$ cat config.mk
export PLATFORM = sky130hd
export DESIGN_NAME = mio_bus_arbiter_flat
export DESIGN_NICKNAME = d
export VERILOG_FILES = /design/src/rtl/mio_bus_arbiter_pkg.sv /design/src/rtl/mio_bus_arbiter_if.sv /design/src/rtl/mio_bus_arbiter_rr_arb2.sv /design/src/rtl/mio_bus_arbiter.sv /design/src/flat_wrapper.sv
export SDC_FILE = /design/constraint.sdc
export NUM_CORES = 1
export LEC_CHECK = 0
export BUFFER_PORTS_ARGS = -buffer_cell sky130_fd_sc_hd__buf_2
export CORE_MARGIN = 3
export CORE_UTILIZATION = 46
export CTS_BUF_LIST = sky130_fd_sc_hd__clkbuf_16
export CTS_CLUSTER_SIZE = 12
export DETAILED_ROUTE_END_ITERATION = 8
export PLACE_DENSITY = 0.87
export REMOVE_ABC_BUFFERS = 1
export SYNTH_ARGS = -nofsm -noshare
export SYNTH_HDL_FRONTEND = slang
export SYNTH_SLANG_ARGS = --single-unit
$ cat constraint.sdc
create_clock -name clk -period 1.65 [get_ports clk]
set_input_delay 0.0825 -clock clk [delete_from_list [all_inputs] [get_ports clk]]
set_output_delay 0.0825 -clock clk [all_outputs]
set_load 0.03 [all_outputs]
$ cat src/rtl/mio_bus_arbiter_pkg.sv
// rtl/mio_bus_arbiter_pkg.sv - shared encodings for the memory/IO bus arbiter
package mio_pkg;

    typedef enum logic [1:0] {
        ST_IDLE   = 2'd0,
        ST_ACCESS = 2'd1,
        ST_DONE   = 2'd2,
        ST_RSVD   = 2'd3
    } state_t;

    localparam logic OWN_CPU = 1'b0;
    localparam logic OWN_DMA = 1'b1;

endpackage

$ cat src/rtl/mio_bus_arbiter_if.sv
// rtl/mio_bus_arbiter_if.sv - requester and shared-bus signal bundle
interface mio_bus_if #(
    parameter int ADDR_W = 32,
    parameter int DATA_W = 32
);
    logic              cpu_req;
    logic              cpu_we;
    logic [ADDR_W-1:0] cpu_addr;
    logic [DATA_W-1:0] cpu_wdata;
    logic [DATA_W-1:0] cpu_rdata;
    logic              cpu_ready;
    logic              dma_req;
    logic              dma_we;
    logic [ADDR_W-1:0] dma_addr;
    logic [DATA_W-1:0] dma_wdata;
    logic [DATA_W-1:0] dma_rdata;
    logic              dma_ready;
    logic              mem_en;
    logic              mem_we;
    logic [ADDR_W-1:0] mem_addr;
    logic [DATA_W-1:0] mem_wdata;
    logic [DATA_W-1:0] mem_rdata;
    logic              grant_dma;
    logic [1:0]        state_out;

    // master is the arbiter's view; slave is the requesters' and memory's view
    modport master (
        input  cpu_req, cpu_we, cpu_addr, cpu_wdata,
        input  dma_req, dma_we, dma_addr, dma_wdata, mem_rdata,
        output cpu_rdata, cpu_ready, dma_rdata, dma_ready,
        output mem_en, mem_we, mem_addr, mem_wdata, grant_dma, state_out
    );

    modport slave (
        output cpu_req, cpu_we, cpu_addr, cpu_wdata,
        output dma_req, dma_we, dma_addr, dma_wdata, mem_rdata,
        input  cpu_rdata, cpu_ready, dma_rdata, dma_ready,
        input  mem_en, mem_we, mem_addr, mem_wdata, grant_dma, state_out
    );
endinterface

$ cat src/rtl/mio_bus_arbiter_rr_arb2.sv
// rtl/mio_bus_arbiter_rr_arb2.sv - combinational two-way round-robin pick
module rr_arb2
    import mio_pkg::*;
(
    input  logic [1:0] req,
    input  logic       last,
    output logic [1:0] gnt,
    output logic       any
);

    // on a tie the requester that did not win last time goes first
    assign gnt[0] = req[0] & (~req[1] | (last == OWN_DMA));
    assign gnt[1] = req[1] & (~req[0] | (last == OWN_CPU));
    assign any    = |req;

endmodule

$ cat src/rtl/mio_bus_arbiter.sv
// rtl/mio_bus_arbiter.sv - shares one fixed-wait-state memory/IO bus between CPU and DMA
module mio_bus_arbiter
    import mio_pkg::*;
#(
    parameter int ADDR_W      = 32,
    parameter int DATA_W      = 32,
    parameter int WAIT_CYCLES = 2
) (
    input  logic  clk,
    input  logic  reset,
    mio_bus_if.master bus
);

    localparam int WC_EFF = (WAIT_CYCLES < 1) ? 1 : WAIT_CYCLES;
    localparam int CNT_W  = (WC_EFF > 1) ? $clog2(WC_EFF) : 1;
    localparam logic [CNT_W-1:0] CNT_LAST = CNT_W'(WC_EFF - 1);

    state_t            state_q;
    logic [CNT_W-1:0]  cnt_q;
    logic              last_q;
    logic              grant_q;
    logic              we_q;
    logic [ADDR_W-1:0] addr_q;
    logic [DATA_W-1:0] wdata_q;
    logic [DATA_W-1:0] cpu_rdata_q;
    logic [DATA_W-1:0] dma_rdata_q;

    logic [1:0] gnt;
    logic       any;

    rr_arb2 u_rr (
        .req  ({bus.dma_req, bus.cpu_req}),
        .last (last_q),
        .gnt  (gnt),
        .any  (any)
    );

    always_ff @(posedge clk) begin
        if (reset) begin
            state_q     <= ST_IDLE;
            cnt_q       <= '0;
            last_q      <= OWN_DMA;
            grant_q     <= OWN_CPU;
            we_q        <= 1'b0;
            addr_q      <= '0;
            wdata_q     <= '0;
            cpu_rdata_q <= '0;
            dma_rdata_q <= '0;
        end else begin
            case (state_q)
                ST_IDLE: begin
                    if (any) begin
                        grant_q <= gnt[1];
                        last_q  <= gnt[1];
                        cnt_q   <= '0;
                        we_q    <= gnt[1] ? bus.dma_we    : bus.cpu_we;
                        addr_q  <= gnt[1] ? bus.dma_addr  : bus.cpu_addr;
                        wdata_q <= gnt[1] ? bus.dma_wdata : bus.cpu_wdata;
                        state_q <= ST_ACCESS;
                    end
                end
                ST_ACCESS: begin
                    cnt_q <= cnt_q + 1'b1;
                    if (cnt_q == CNT_LAST) begin
                        if (!we_q) begin
                            if (grant_q == OWN_DMA) dma_rdata_q <= bus.mem_rdata;
                            else                    cpu_rdata_q <= bus.mem_rdata;
                        end
                        state_q <= ST_DONE;
                    end
                end
                ST_DONE: state_q <= ST_IDLE;
                default: state_q <= ST_IDLE;
            endcase
        end
    end

    assign bus.mem_en    = (state_q == ST_ACCESS);
    assign bus.mem_we    = (state_q == ST_ACCESS) & we_q;
    assign bus.mem_addr  = addr_q;
    assign bus.mem_wdata = wdata_q;
    assign bus.cpu_rdata = cpu_rdata_q;
    assign bus.dma_rdata = dma_rdata_q;
    assign bus.cpu_ready = (state_q == ST_DONE) & (grant_q == OWN_CPU);
    assign bus.dma_ready = (state_q == ST_DONE) & (grant_q == OWN_DMA);
    assign bus.grant_dma = grant_q;
    assign bus.state_out = state_q;

endmodule

$ cat src/flat_wrapper.sv
// flat-port wrapper written by rule: the top's interface ports become plain ports
module mio_bus_arbiter_flat import mio_pkg::*;
#(
    parameter int ADDR_W      = 32,
    parameter int DATA_W      = 32,
    parameter int WAIT_CYCLES = 2
)
  (clk, reset, bus_cpu_req, bus_cpu_we, bus_cpu_addr, bus_cpu_wdata, bus_dma_req, bus_dma_we, bus_dma_addr, bus_dma_wdata, bus_mem_rdata, bus_cpu_rdata, bus_cpu_ready, bus_dma_rdata, bus_dma_ready, bus_mem_en, bus_mem_we, bus_mem_addr, bus_mem_wdata, bus_grant_dma, bus_state_out);
  mio_bus_if #(.ADDR_W(ADDR_W), .DATA_W(DATA_W)) bus_i ();
  input  logic clk;
  input  logic reset;
  input wire logic [$bits(bus_i.cpu_req)-1:0] bus_cpu_req;
  input wire logic [$bits(bus_i.cpu_we)-1:0] bus_cpu_we;
  input wire logic [$bits(bus_i.cpu_addr)-1:0] bus_cpu_addr;
  input wire logic [$bits(bus_i.cpu_wdata)-1:0] bus_cpu_wdata;
  input wire logic [$bits(bus_i.dma_req)-1:0] bus_dma_req;
  input wire logic [$bits(bus_i.dma_we)-1:0] bus_dma_we;
  input wire logic [$bits(bus_i.dma_addr)-1:0] bus_dma_addr;
  input wire logic [$bits(bus_i.dma_wdata)-1:0] bus_dma_wdata;
  input wire logic [$bits(bus_i.mem_rdata)-1:0] bus_mem_rdata;
  output wire logic [$bits(bus_i.cpu_rdata)-1:0] bus_cpu_rdata;
  output wire logic [$bits(bus_i.cpu_ready)-1:0] bus_cpu_ready;
  output wire logic [$bits(bus_i.dma_rdata)-1:0] bus_dma_rdata;
  output wire logic [$bits(bus_i.dma_ready)-1:0] bus_dma_ready;
  output wire logic [$bits(bus_i.mem_en)-1:0] bus_mem_en;
  output wire logic [$bits(bus_i.mem_we)-1:0] bus_mem_we;
  output wire logic [$bits(bus_i.mem_addr)-1:0] bus_mem_addr;
  output wire logic [$bits(bus_i.mem_wdata)-1:0] bus_mem_wdata;
  output wire logic [$bits(bus_i.grant_dma)-1:0] bus_grant_dma;
  output wire logic [$bits(bus_i.state_out)-1:0] bus_state_out;
  assign bus_i.cpu_req = bus_cpu_req;
  assign bus_i.cpu_we = bus_cpu_we;
  assign bus_i.cpu_addr = bus_cpu_addr;
  assign bus_i.cpu_wdata = bus_cpu_wdata;
  assign bus_i.dma_req = bus_dma_req;
  assign bus_i.dma_we = bus_dma_we;
  assign bus_i.dma_addr = bus_dma_addr;
  assign bus_i.dma_wdata = bus_dma_wdata;
  assign bus_i.mem_rdata = bus_mem_rdata;
  assign bus_cpu_rdata = bus_i.cpu_rdata;
  assign bus_cpu_ready = bus_i.cpu_ready;
  assign bus_dma_rdata = bus_i.dma_rdata;
  assign bus_dma_ready = bus_i.dma_ready;
  assign bus_mem_en = bus_i.mem_en;
  assign bus_mem_we = bus_i.mem_we;
  assign bus_mem_addr = bus_i.mem_addr;
  assign bus_mem_wdata = bus_i.mem_wdata;
  assign bus_grant_dma = bus_i.grant_dma;
  assign bus_state_out = bus_i.state_out;
  mio_bus_arbiter #(.ADDR_W(ADDR_W), .DATA_W(DATA_W), .WAIT_CYCLES(WAIT_CYCLES)) u_core (.clk(clk), .reset(reset), .bus(bus_i));
endmodule
# Yosys cells after proc, flatten, opt, wreduce, memory -nomap -nowiden
# Cells that the tools add are included.
[word_totals]
ff_bits = 134
output_inout_bits = 135
[op_classes]
n_addsub = 1
eq_ne = 4
n_mux = 8
bitwise = 9
n_reduce_logical = 8
[ops]
columns = ["op", "n"]
rows = [
  ["32-bit two-way mux", 2],
  ["4-bit AND reduction", 2],
  ["2-bit AND reduction", 3],
  ["1-bit AND", 4],
  ["2-bit two-way mux", 2],
  ["2-bit by 1-bit inequality test with 1-bit output (second input constant)", 2],
  ["1-bit inverter", 4],
  ["2-bit one-hot mux with 2 select lines", 1],
  ["2-bit by 1-bit equality test with 1-bit output (second input constant)", 1],
  ["2-bit equality test (second input constant)", 1],
  ["2-bit logical NOT", 1],
  ["1-bit two-way mux", 2],
  ["1-bit one-hot mux with 2 select lines", 1],
  ["2-bit nonzero test", 1],
  ["2-bit OR reduction", 1],
  ["1-bit adder (second input constant)", 1],
  ["1-bit OR", 1],
]

# Depth between registers and ports, before layout
# Gate-level depths: netlist of the first run.
[logic_depth]
word_depth = 4
depth_mapped = 6
mapped_depth_nobuf = 3

# By module
# Synthesis of the first run repeated with hierarchy kept, for this count alone.
[hier_totals]
cells_unflattened = 559
area_unflattened_um2 = 5686.7
[by_module_without_submodules]
columns = ["mod", "instances", "cells_per_inst", "area_each_um2", "seq_area_each_um2"]
rows = [
  ["mio_bus_arbiter", 1, 555, 5661.7, 2682.6],
  ["rr_arb2", 1, 4, 25.0, 0.0],
]

# Worst setup path before layout of the first run
# OpenSTA, ideal clock, no wires.
[synth_timing]
path_kind = "reg-to-reg"
start = "register u_core.state_q[0] (netlist: u_core.bus.state_out[0])"
end = "register u_core.dma_rdata_q[10] (netlist: u_core.bus.dma_rdata[10])"
setup_ns = 0.072
arrival_time_ns = 1.612
required_time_ns = 1.578
slack_ns = -0.034
path_stages_with_launch = 6
path_buffers = 2
synth_period_minus_slack_ns = 1.684
path_cell_list = "dfxtp_1 -> nor2b_4 -> and4b_1 -> buf_6 -> buf_12 -> mux2i_1"
[synth_via]
elab_chain_len = 2
[synth_rtl]
columns = ["item", "line", "text"]
rows = [
  ["start: declaration", "mio_bus_arbiter.sv:18", "state_t state_q;"],
  ["start signal: assignment", "mio_bus_arbiter.sv:40", "state_q <= ST_IDLE;"],
  ["start signal: assignment", "mio_bus_arbiter.sv:59", "state_q <= ST_ACCESS;"],
  ["start signal: assignment", "mio_bus_arbiter.sv:69", "state_q <= ST_DONE;"],
  ["2-bit by 1-bit equality test with 1-bit output", "-", ""],
  ["named net bus_mem_en", "flat_wrapper.sv:25", "output wire logic [$bits(bus_i.mem_en)-1:0] bus_mem_en;"],
  ["4-bit AND reduction (no source line)", "-", ""],
  ["end signal: assignment", "mio_bus_arbiter.sv:66", "if (grant_q == OWN_DMA) dma_rdata_q <= bus.mem_rdata;"],
  ["end: declaration", "mio_bus_arbiter.sv:26", "logic [DATA_W-1:0] dma_rdata_q;"],
]
# The timed path passes the listed nets, and every way through them passes these cells.
# A chain may end at the register's enable or synchronous reset.

# Worst setup path in the final report of the first run
[layout_timing]
start = "register u_core.state_q[1] (netlist: u_core.bus.state_out[1])"
end = "register u_core.addr_q[11] (netlist: u_core.bus.mem_addr[11])"
[layout_via]
elab_chain_len = 2
[layout_rtl]
columns = ["item", "line", "text"]
rows = [
  ["2-bit logical NOT", "mio_bus_arbiter.sv:50", "case (state_q)"],
  ["2-bit AND reduction (no source line)", "-", ""],
  ["end signal: assignment", "mio_bus_arbiter.sv:57", "addr_q <= gnt[1] ? bus.dma_addr : bus.cpu_addr;"],
  ["end: declaration", "mio_bus_arbiter.sv:23", "logic [ADDR_W-1:0] addr_q;"],
]
# No other way between the ends.

==> results of run 1 <==
==> layer usage <==
layer	part of all wire [%]	wire length, microns
met1	34	9180
met2	47	12400
met3	13	3370
met4	6.3	1690
met5	0	0
==> through the flow <==
stage	instance area [sq um]	instances	hold slack, ns	power [mW]
2_1_floorplan	5530	579	0.150	4.70
3_3_place_gp	7480	1060	0.349	5.41
3_5_place_dp	7480	1060	0.353	5.43
4_1_cts	9680	1253	0.00460	9.47
5_1_grt	9680	1254	0.0506	9.96
6_report	9690	1255	0.0460	9.70
==> logic make-up after synthesis <==
kind of cell	synth area share, %
flip-flops	45.3
AND/OR/NAND/NOR	20.4
AO/OA/AOI/OAI	16.8
multiplexers	10.8
buffers and inverters	6.73
==> state kept, by name, indices dropped and copies added (netlist names) <==
name,flops
u_core.bus.grant_dma,1
u_core.last_q,1
u_core.we_q,1
u_core.bus.state_out,2
u_core.bus.mem_addr,32
u_core.cnt_q,1
u_core.bus.mem_wdata,32
u_core.bus.cpu_rdata,32
u_core.bus.dma_rdata,32
==> final cells by class <==
class | instances | share of cell area, %
multi-input cells | 445 | 29.6
clock buffers | 17 | 4.39
flip-flops and latches | 134 | 27.7
well taps | 168 | 2.17
repair buffers | 474 | 34.3
clock inverters | 15 | 1.69
diodes | 2 | 0.0517
==> Yosys cell counts, types with 2 or more instances <==
cell type,number
a311oi_2,8
buf_6,8
a311oi_1,57
o21ai_0,3
nor2_1,2
nand2_1,131
buf_1,3
and3b_1,2
or2_1,2
buf_4,8
clkbuf_1,18
buf_12,3
a21oi_1,68
buf_2,21
mux2i_1,64
nand2b_1,97
dfxtp_1,134
==> worst max path at each step <==
stage	startpoint	to	slack, ns	depth (start not counted)
after floorplan	u_core.bus.state_out[1]$_SDFFE_PP0P_	u_core.bus.mem_addr[10]$_SDFFE_PP0P_	-1.79	3
after global placement	u_core.bus.state_out[0]$_SDFFE_PP0P_	u_core.bus.dma_rdata[19]$_SDFFE_PP0P_	0.20	4
after detailed placement	u_core.bus.state_out[0]$_SDFFE_PP0P_	u_core.bus.dma_rdata[9]$_SDFFE_PP0P_	0.07	4
after CTS	u_core.bus.state_out[0]$_SDFFE_PP0P_	u_core.bus.dma_rdata[9]$_SDFFE_PP0P_	0.03	4
after global routing	u_core.bus.state_out[1]$_SDFFE_PP0P_	u_core.bus.mem_wdata[16]$_SDFFE_PP0P_	0.001	4
final	u_core.bus.state_out[1]$_SDFFE_PP0P_	u_core.bus.mem_addr[11]$_SDFFE_PP0P_	0.02	4
==> power by group <==
group	switching (mW)	internal (mW)
Combinational	1.38	0.902
Clock	1.45	2.35
Sequential	0.158	3.46
==> worst max-delay path, delay by kind of cell, from the launching register on <==
family,cells,cell delay (ns)
AO/OA/AOI/OAI,2,0.61
AND/OR/NAND/NOR,1,0.16
buffers and inverters,1,0.27
flip-flops,1,0.40
==> repair_timing <==
item | 4_1_cts | 5_1_grt
setup endpoints to repair | 0 | 10
hold buffers | 161 | 0
gates resized for setup | 0 | 1
hold endpoints to repair | 125 | 0
==> summary.txt, run 1 <==
die height -> 120 microns
Seq/Total Area, Yosys -> 45.3%
full die area -> 14,300 sq um
final critical-path required period -> 1.63 ns
GR Util met3 -> 11.9%
Worst slew margin -> 72.2%
main flop type after synthesis -> dfxtp_1
met1 usage -> 40.4%
met2 usage -> 59.7%
clk sinks -> 134
FF+latch count, synth -> 134
Yosys top cell area share -> 45.3%
CTS Buffer Depth -> 2
GR Overflow Total -> 0
Hold Path End -> u_core.bus.dma_rdata[13]$_SDFFE_PP0P_
Power Dens Cells -> 1000 nW/um^2
fmax -> 0.614 GHz
status -> finished clean
Reg-to-Reg End -> u_core.bus.mem_addr[11]$_SDFFE_PP0P_
required time worst endpoint -> 1.93 ns
CP Capture Type -> flip-flop
Post-DRT Antenna Nets -> 0
CTS buffer count -> 17
Util after Layout -> 78.7%
Final Max Tran Viols -> 0
r2r setup slk -> 0.02 ns
Final Worst Setup Slack -> 0.0215 ns
commonest non-fill, non-tap cell in the layout -> buf_2
Setup Buffers After CTS -> 0
worst slack at placement -> 0.0684 ns
hold-critical path depth -> 3
clock slew at reported path FFs -> 0.06 ns
Max Cap Viol -> 0
Max H-tree Level -> 4
period utilization -> 98.7%
core area -> 12,300 sq um
Post-DP HPWL -> 12,700 microns
residual DRC count -> 0
largest area contributor in the synthesized netlist -> dfxtp_1
Largest stage delay, worst path -> 0.43 ns
maximum VDD drop -> 0.622 mV
global-route wire length before repair -> 40,700 microns
number of cell rows -> 40
Setup Viol. Count Final -> 0
PortBufs -> 300
GRT busiest layer -> met2
FILL cells -> 630
clock skew -> 0.00782 ns
EDFF count, synth -> 0
Layout Nets -> 1,238
crit path DAT -> 1.91 ns
Hold Crit Class -> input pin to flip-flop
DRT iter0 DRCs -> 887
Hold Startpoint -> bus_mem_rdata[13]
FF+latch area -> 2680 sq um
RSZ-0062 raised after global routing -> no
total negative setup slack -> 0 ns
Cell Chain, Critical Path -> nor2_4 > buf_12 > a21oi_1 > a311oi_1
routed length per instance -> 21.2 microns
initial core utilization -> 48.1%
synth top area cells -> dfxtp_1 (45%), mux2i_1 (11%), nand2b_1 (10%)
final wirelength -> 26,700 microns
Chip Width -> 120 microns
Area Growth Syn to Fin -> 63.4%
DR vias/cell -> 5.88
Yosys warning count -> 0
CP Launch Type -> flip-flop
most frequent cells in the layout -> buf_2 (299), dlygate4sd3_1 (161), dfxtp_1 (133)
number of global-route vias before repair -> 7,413
clock root buffer -> clkbuf_16
Static Leak -> 4.59 nW
share of cells above drive strength 1 -> 33.0%
CP max stage cell -> a311oi_1
ys async rst share -> 0%
RePlAce Congestion -> 0.872
initial antenna violation count -> 1
Synth Area per Inst -> 9.25 sq um
worst-path fanout max -> 67
Syn Inst Count -> 641
IO Count -> 301
multi-input logic area -> 2870 sq um
Cell Area, Synth -> 5930 sq um
Tot GR Track Use -> 35.9%
reg-to-reg startpoint -> u_core.bus.state_out[1]$_SDFFE_PP0P_
largest net degree at the start of global routing -> 89
via count -> 7,379
DRT Pass-1 Iters -> 7
worst skew pair latency -> 0.42 ns
Worst-Margin Slew -> 0.414 ns
TritonCTS clock tree -> yes
final hold violations -> 0
count of unique library cells instantiated by Yosys -> 29
crit path kind -> flip-flop to flip-flop
worst reg2reg path depth -> 4
(Power assumes the default switching activity.)
==> run 2, diff against run 1 <==
- CORE_UTILIZATION: 46 -> 45
- PLACE_DENSITY: 0.87 -> 0.86
- SYNTH_HIERARCHICAL: default -> 1
==> run 2 against run 1 <==
Net effect: critical path depth unchanged; clock-buffer cell count unchanged; largest cell class is now multi-input gates; maximum frequency increased by 5.8%; critical endpoint is now bus_mem_we; area after synthesis decreased by 4.2%; highest routed layer is now met5.
==> summary.txt, run 2 <==
status -> finished clean (unchanged)
final wirelength -> 16,700 microns (was 26,700 microns)
Max H-tree Level -> 4 (unchanged)
reg-to-reg startpoint -> u_core/last_q$_SDFFE_PP1P_ (was u_core.bus.state_out[1]$_SDFFE_PP0P_)
Switch Pwr -> 2.56 mW (was 2.98 mW)
DRT iter0 DRCs -> 307 (was 887)
Reg-to-Reg End -> u_core/bus.mem_addr[1]$_SDFFE_PP0P_ (was u_core.bus.mem_addr[11]$_SDFFE_PP0P_)
number of cell rows -> 40 (unchanged)
Max Cap Viol -> 0 (unchanged)
period utilization -> 93.3% (was 98.7%)
worst reg2reg path depth -> 5 (was 4)
GR Overflow Total -> 0 (unchanged)
Layout Nets -> 1,047 (was 1,238)
Cell Area, Synth -> 5680 sq um (was 5930 sq um)
DR vias/cell -> 4.87 (was 5.88)
Post-DRT Antenna Nets -> 0 (unchanged)
Final Worst Setup Slack -> 0.110 ns (was 0.0215 ns)
via count -> 5,163 (was 7,379)
crit path kind -> flip-flop to output port (was flip-flop to flip-flop)
routed length per instance -> 15.8 microns (was 21.2 microns)
crit path DAT -> 1.46 ns (was 1.91 ns)
initial core utilization -> 46.7% (was 48.1%)
n_diodes -> 0 (was 2)
share of cells above drive strength 1 -> 39.9% (was 33.0%)
Hold Crit Class -> input pin to flip-flop (unchanged)
Hold Startpoint -> bus_cpu_addr[23] (was bus_mem_rdata[13])
Chip Width -> 118 microns (was 120 microns)
r2r setup slk -> 0.17 ns (was 0.02 ns)
worst-path fanout max -> 6 (was 67)
clock skew -> 0.00974 ns (was 0.00782 ns)
full die area -> 14,000 sq um (was 14,300 sq um)
Final Max Tran Viols -> 0 (unchanged)
TritonCTS clock tree -> yes (unchanged)
Critical Path Start -> u_core/bus.state_out[0]$_SDFFE_PP0P_ (was u_core.bus.state_out[1]$_SDFFE_PP0P_)
commonest non-fill, non-tap cell in the layout -> buf_2 (unchanged)
final hold violations -> 0 (unchanged)
fmax -> 0.649 GHz (was 0.614 GHz)
DRT Pass-1 Iters -> 4 (was 7)
total negative setup slack -> 0 ns (unchanged)
Tot GR Track Use -> 23.5% (was 35.9%)
Seq pwr share -> 39.2% (was 37.3%)
clk sinks -> 134 (unchanged)
Syn Inst Count -> 557 (was 641)
clock power share -> 41.3% (was 39.2%)
Hold Path End -> u_core/bus.mem_addr[23]$_SDFFE_PP0P_ (was u_core.bus.dma_rdata[13]$_SDFFE_PP0P_)
Static Leak -> 4.11 nW (was 4.59 nW)
number of global-route vias before repair -> 5,149 (was 7,413)
largest net degree at the start of global routing -> 47 (was 89)
clock slew at reported path FFs -> 0.06 ns (about the same)
Pint -> 6.53 mW (was 6.72 mW)
IO Count -> 301 (unchanged)
Power Dens Cells -> 1080 nW/um^2 (was 1000 nW/um^2)
RePlAce Congestion -> 0.830 (was 0.872)
CP Launch Type -> flip-flop (unchanged)
required time worst endpoint -> 1.57 ns (was 1.93 ns)
Synth Area per Inst -> 10.2 sq um (was 9.25 sq um)
CTS buffer count -> 17 (unchanged)
final critical-path required period -> 1.54 ns (was 1.63 ns)
Setup Buffers After CTS -> 0 (unchanged)
residual DRC count -> 0 (unchanged)
worst skew pair latency -> 0.40 ns (was 0.42 ns)
clock root buffer -> clkbuf_16 (unchanged)
Area Growth Syn to Fin -> 47.7% (was 63.4%)
Worst slew margin -> 79.4% (was 72.2%)
Post-DP HPWL -> 11,900 microns (was 12,700 microns)
most frequent cells in the layout -> buf_2 (298), dfxtp_1 (133), mux2i_1 (129) (was buf_2 (299), dlygate4sd3_1 (161), dfxtp_1 (133))
core area -> 12,200 sq um (was 12,300 sq um)
worst slack at placement -> 0.0730 ns (was 0.0684 ns)
RSZ-0062 raised after global routing -> no (unchanged)
Switching Fraction -> 28.1% (was 30.8%)
CP Capture Type -> output port (was flip-flop)
initial antenna violation count -> 1 (unchanged)
CTS Buffer Depth -> 2 (unchanged)
global-route wire length before repair -> 26,500 microns (was 40,700 microns)
maximum VDD drop -> 0.665 mV (was 0.622 mV)
PortBufs -> 300 (unchanged)
Yosys warning count -> 6 (was 0)
die height -> 118 microns (was 120 microns)
Combinational Power Share -> 19.5% (was 23.5%)
hold-critical path depth -> 3 (unchanged)
Setup Viol. Count Final -> 0 (unchanged)
Worst-Margin Slew -> 0.309 ns (was 0.414 ns)
run 2: area by class of cell:
type	instances	area [sq um]
clock buffer	17	425
clock inverter	14	160
fill	927	3780
inverter	1	3.75
multi-input combinational	375	2790
sequential	134	2680
tap	168	210
timing repair buffer	352	2110
run 2: repair_timing:
item / CTS / global route
cloned: 0 / 0
endpoints found under the hold margin: 60 / 0
gates resized for setup: 1 / 2
hold buffers: 30 / 0
endpoints found under the setup margin: 1 / 8
run 2: how the worst max path moves through the flow:
stage,to,slack [ns],depth (start not counted)
after floorplan,u_core/bus.mem_addr[0]$_SDFFE_PP0P_,-3.81,3
after global placement,u_core/bus.cpu_rdata[20]$_SDFFE_PP0P_,0.22,4
after detailed placement,u_core/bus.cpu_rdata[4]$_SDFFE_PP0P_,0.07,4
after CTS,bus_mem_we,0.003,4
after global routing,bus_mem_we,0.003,4
final,bus_mem_we,0.11,4
run 2: power groups by stage:
| stage | clock network [mW] | registers [mW] | logic [mW] |
|---|---|---|---|
| 3_3_place_gp | 0 | 3.62 | 1.69 |
| 6_report | 3.75 | 3.56 | 1.77 |
| 2_1_floorplan | 0 | 4.03 | 0.676 |
| 4_1_cts | 3.82 | 3.56 | 1.77 |
| 5_1_grt | 4.00 | 3.59 | 1.90 |
| 3_5_place_dp | 0 | 3.63 | 1.71 |
run 2: metal layers:
| metal | vias to the layer above | GRT usage (%) | wire length (microns) |
|---|---|---|---|
| met5 | - | 0 | 7 |
| met4 | 2 | 9.30 | 450 |
| met3 | 30 | 6.08 | 1170 |
| met2 | 215 | 42.3 | 8550 |
| met1 | 2333 | 26.3 | 6570 |
| li1 | 2583 | - | - |
run 2: critical path, stage by stage (launching register included):
cell,delay [ns]
dfxtp_2,0.38
nor2b_2,0.20
buf_4,0.16
and2_1,0.14
clkbuf_4,0.19
run 2: per-stage QoR:
| stage | hold WS (ns) | power [mW] | utilization, % | instances | instance area, sq um |
|---|---|---|---|---|---|
| finish | 0.0205 | 9.09 | 68.9 | 1061 | 8380 |
| global route | 0.00429 | 9.49 | 68.9 | 1061 | 8380 |
| global placement | 0.366 | 5.31 | 61.6 | 1000 | 7490 |
| detailed placement | 0.380 | 5.34 | 61.6 | 1000 | 7490 |
| CTS | 0.00135 | 9.15 | 68.9 | 1061 | 8380 |
| floorplan | 0.152 | 4.70 | - | 510 | 5460 |
